<file path="config.mk">
export PLATFORM = sky130hd
export DESIGN_NAME = fetch_unit
export DESIGN_NICKNAME = d
export VERILOG_FILES = /design/src/rtl/fetch_unit.sv
export SDC_FILE = /design/constraint.sdc
export NUM_CORES = 1
export LEC_CHECK = 0
export CAP_MARGIN = 20
export CORE_ASPECT_RATIO = 1.4
export CORE_UTILIZATION = 25
export DETAILED_ROUTE_END_ITERATION = 10
export GPL_ROUTABILITY_DRIVEN = 0
export GPL_TIMING_DRIVEN = 0
export PLACE_DENSITY = 0.66
export SKIP_CTS_REPAIR_TIMING = 1
export SYNTH_ARGS = -nofsm -noshare
export SYNTH_HDL_FRONTEND = slang
export SYNTH_SLANG_ARGS = --single-unit
</file>
<file path="constraint.sdc">
create_clock -name CLK -period 4.63 [get_ports CLK]
set_clock_uncertainty 0.05 [all_clocks]
set_input_delay 0.926 -clock CLK [delete_from_list [all_inputs] [get_ports CLK]]
set_output_delay 0.926 -clock CLK [all_outputs]
set_load 0.05 [all_outputs]
</file>
<file path="src/rtl/fetch_unit.sv">
// fetch_unit -- PC register and instruction-fetch sequencer for the LEGv8 datapath.
//
// Holds CurrentPC, fetches the word at CurrentPC over a request/grant/response
// handshake, presents it to decode with valid/accept, loads NextPC when decode
// accepts, flags misaligned PCs (sticky until reset), and counts retired fetches.
//
// Ports:
//   CLK           in   1   clock, rising edge
//   Reset         in   1   synchronous active-high reset
//   NextPC        in  64   next PC, sampled only at an accept edge
//   CurrentPC     out 64   PC register
//   IMemReq       out  1   fetch request
//   IMemAddr      out 64   fetch address (= CurrentPC)
//   IMemGnt       in   1   memory accepted the request this cycle
//   IMemRdValid   in   1   read data valid
//   IMemRdData    in  32   instruction word
//   Instruction   out 32   latched instruction
//   InstrValid    out  1   Instruction valid for decode
//   InstrAccept   in   1   decode consumes Instruction
//   Fault         out  1   sticky misaligned-PC flag
//   RetiredCount  out 32   accepted-instruction count, wraps at 2^32
module fetch_unit #(
  parameter logic [63:0] RESET_PC = 64'h0
) (
  input  logic        CLK,
  input  logic        Reset,
  input  logic [63:0] NextPC,
  output logic [63:0] CurrentPC,
  output logic        IMemReq,
  output logic [63:0] IMemAddr,
  input  logic        IMemGnt,
  input  logic        IMemRdValid,
  input  logic [31:0] IMemRdData,
  output logic [31:0] Instruction,
  output logic        InstrValid,
  input  logic        InstrAccept,
  output logic        Fault,
  output logic [31:0] RetiredCount
);

  typedef enum logic [1:0] {
    S_FETCH,
    S_WAIT,
    S_READY,
    S_FAULT
  } state_t;

  state_t      state_q, state_d;
  logic        drain_q, drain_d;
  logic [63:0] pc_q, pc_d;
  logic [31:0] instr_q, instr_d;
  logic [31:0] count_q, count_d;

  // Request is suppressed while a pre-reset response is still in flight.
  logic req_int;
  assign req_int = (state_q == S_FETCH) && !drain_q;

  assign IMemReq      = req_int && !Reset;
  assign InstrValid   = (state_q == S_READY) && !Reset;
  assign Fault        = (state_q == S_FAULT);
  assign CurrentPC    = pc_q;
  assign IMemAddr     = pc_q;
  assign Instruction  = instr_q;
  assign RetiredCount = count_q;

  always_comb begin
    state_d = state_q;
    drain_d = drain_q;
    pc_d    = pc_q;
    instr_d = instr_q;
    count_d = count_q;

    case (state_q)
      S_FETCH: begin
        if (req_int && IMemGnt) state_d = S_WAIT;
      end
      S_WAIT: begin
        if (IMemRdValid) begin
          instr_d = IMemRdData;
          state_d = S_READY;
        end
      end
      S_READY: begin
        if (InstrAccept) begin
          pc_d    = NextPC;
          count_d = count_q + 32'd1;
          state_d = (NextPC[1:0] == 2'b00) ? S_FETCH : S_FAULT;
        end
      end
      S_FAULT: begin
        state_d = S_FAULT;
      end
      default: begin
        state_d = S_FETCH;
      end
    endcase

    // A response arriving outside WAIT is the stale one owed from before
    // reset; swallowing it releases the request. Without a pending drain it
    // is a protocol error and is simply ignored.
    if ((state_q != S_WAIT) && IMemRdValid && drain_q) drain_d = 1'b0;
  end

  always_ff @(posedge CLK) begin
    if (Reset) begin
      state_q <= S_FETCH;
      // Reset in WAIT leaves a response outstanding that must be discarded.
      drain_q <= (state_q == S_WAIT);
      pc_q    <= RESET_PC;
      instr_q <= '0;
      count_q <= '0;
    end else begin
      state_q <= state_d;
      drain_q <= drain_d;
      pc_q    <= pc_d;
      instr_q <= instr_d;
      count_q <= count_d;
    end
  end

endmodule

</file>
==> results_dict.tcl <==
set metrics [dict create \
    worstMarginPinSlew_ns 0.6845 \
    clock_latency_ns 0.41 \
    ir_worst_vdd_uv 215.6 \
    clock_sinks 131 \
    die_area_um2 22490 \
    start_kind "input port" \
    hpwl_um 14230 \
    ctsRootBufferMaster "clkbuf_16" \
    endpoint_kind "output pin" \
    crit_fanout 10 \
    final_cell_mix "294 x clkdlybuf4s50_1, 211 x nand2_1, 130 x dfxtp_1, 118 x a21oi_1, 65 x buf_4" \
    io_buffers 294 \
    finalHoldViolCount 0 \
    cts_buffers 17 \
    synth.cell_area_um2 5471 \
    setup-tns-final_ns 0 \
    final.period_utilization_pct 79.71 \
    drc_errors 0 \
    synthCells 688 \
    avgSynthCellArea_um2 7.953 \
    wl_um 18660 \
    drt_iter0_markers 225 \
    antenna_found_initial 0 \
    synth_compound_area_share_pct 13.81 \
    coreArea_um2 21280 \
    setup_violations 0 \
    dr.pass1.iters 4 \
    arrival_ns 2.71 \
    pin_count 296 \
    route.met2.wl_um 9705 \
    nets 1103 \
    final_area_um2 9280 \
    final_cells 1273 \
    ys_types 37 \
    max-cap-violations 0 \
    highest_layer "met4" \
    synth-seq-cells 131 \
    rsz0062_at_grt "no" \
    power_density_nw_per_um2 303.9 \
    clockBufferDepth 2 \
    ys_warn_count 0 \
    vias 5648 \
    dr_wl_met3_um 1210 \
    fin_util_pct 43.60 \
    slew_headroom_pct 54.37 \
    mostFrequentLayoutCell "clkdlybuf4s50_1" \
    routedWlPerCell_um 14.66 \
    start_util_pct 25.71 \
    outcome "finished, final reports clean" \
    leakage_uw 0.003217 \
    hold_path.class "reg -> reg" \
    synth_xor_area_share_pct 1.281 \
    hold_slack_ns 0.4011 \
    final_layout_size_suffix_gt1_share_pct 10.56 \
    htree_levels 4 \
    synth_top_family_by_area "simple AND/OR/NAND/NOR gates" \
    grt_usage_pct 16.31 \
    grt_max_degree 17 \
    synth-seq-area-share_pct 48.11 \
    worstPathRequired_ns 3.65 \
    dpl_cell_area_um2 8740 \
    path_class "in -> out" \
    synthSimpleGateAreaFrac_pct 23.30 \
    mappedNetlistNets 790 \
    drv_slew 0 \
    grt_pass1_wl_um 28300 \
    synth_mux_area_share_pct 0.6174 \
    synth_fa_ha_area_share_pct 0.2287 \
    wl_met1_um 7563 \
    globalRouteOverflowTotal 0 \
    die_w_um 127.0 \
    grt_pass1_vias 5215 \
    die_h_um 177.0 \
    max_freq_ghz 0.2710 \
    diodes 0 \
    clk_pin_slew_ns 0.06 \
    dp_cells 1242 \
    area_delta_synth_final_pct 69.61 \
    fin_crit_ns 3.691 \
    cts_tree "yes" \
    core.rowCount 63 \
    drtAntennaViolNets 0 \
    via_per_inst 4.437 \
]
[cell type report]
cell class                      count  area (um^2)
Inverter                            7        26.28
Tap cell                          260        325.3
Timing Repair Buffer              294         2943
Clock inverter                      9        55.05
Multi-Input combinational cell    442         2147
Fill cell                        2157        12000
Clock buffer                       22        485.5
Sequential cell                   131         2633
Buffer                            108        665.6
[kinds of logic (layout without fill, tap and decap cells)]
| family | Yosys count | count (layout) |
|---|---|---|
| AOI/OAI and AO/OA | 142 | 142 |
| xor gates and xnor gates | 8 | 8 |
| adders and majority gates | 1 | 1 |
| muxes | 3 | 3 |
| DFF | 131 | 131 |
| and+or+nand+nor | 288 | 288 |
| buffers and inverters | 115 | 440 |
[per-stage QoR]
| step | power (uW) | worst slack, ns |
|---|---|---|
| after floorplan | 1420 | 0.8421 |
| after global placement | 1609 | 0.9299 |
| after detailed placement | 1612 | 0.9323 |
| after CTS | 2858 | 0.9392 |
| after global routing | 2934 | 0.8124 |
| final | 2820 | 0.9393 |
[Yosys cell counts]
| library cell | count | area [um^2] |
|---|---|---|
| and2_1 | 1 | 6.260 |
| dfxtp_1 | 130 | 2603 |
| ha_1 | 1 | 12.51 |
| a311oi_1 | 1 | 8.760 |
| o41ai_1 | 2 | 17.52 |
| or2_2 | 2 | 12.51 |
| nand3_1 | 6 | 30.03 |
| mux2_2 | 3 | 33.78 |
| buf_6 | 2 | 22.52 |
| xor2_1 | 2 | 17.52 |
| nor3_1 | 2 | 10.01 |
| nand4_2 | 2 | 25.02 |
| or4b_2 | 1 | 10.01 |
| o21ai_0 | 8 | 40.04 |
| o31ai_1 | 12 | 90.09 |
| a21oi_1 | 118 | 590.6 |
| nand4_1 | 7 | 43.79 |
| and3b_1 | 1 | 8.760 |
| nand4b_1 | 1 | 8.760 |
| buf_4 | 65 | 488.0 |
| nor2b_1 | 3 | 18.77 |
| a221oi_1 | 1 | 8.760 |
| or4_4 | 1 | 11.26 |
| buf_2 | 1 | 5.000 |
| buf_1 | 5 | 18.77 |
| nand3b_2 | 1 | 11.26 |
| clkbuf_1 | 35 | 131.4 |
| edfxtp_1 | 1 | 30.03 |
| nand2_1 | 211 | 792.0 |
| xnor2_1 | 6 | 52.55 |
| or4_1 | 14 | 105.1 |
| inv_1 | 7 | 26.28 |
| nor4_1 | 7 | 43.79 |
| and3_1 | 3 | 18.77 |
| or3_1 | 9 | 56.30 |
| nor2_1 | 15 | 56.30 |
| nand2b_1 | 1 | 6.260 |
[power by group]
part           internal (uW)  switching, uW
Clock                    736            500
Combinational            174            236
Sequential              1160           18.8
Total                   2070            755
[flip-flops by register name (all words and copies together) (netlist names)]
signal / count
drain_q: 1
state_q: 2
CurrentPC: 64
RetiredCount: 32
Instruction: 32
[worst max-delay path, cell delays in order]
cell and delay (ns):
clkbuf_1 0.21, clkbuf_1 0.35, nor4_1 0.33, clkdlybuf4s50_1 0.89
[final timing paths]
| path | cells after the start | slack [ns] | end | from |
|---|---|---|---|---|
| hold reg to reg | 2 | 0.40 | Instruction[30] | Instruction[30] |
| setup / recovery | 4 | 0.94 | IMemReq | Reset |
| setup reg to reg | 6 | 2.33 | RetiredCount[28] | state_q[1] |
| hold / removal | 2 | 0.40 | Instruction[30] | Instruction[30] |
[routing by layer]
layer  GRT usage, %  vias to the layer above
li1               -                     2862
met1          18.42                     2563
met2          29.60                      210
met3          4.444                       13
met4          4.911                        0
met5              0                        -
Note: power is estimated with default switching activity, not from simulation.
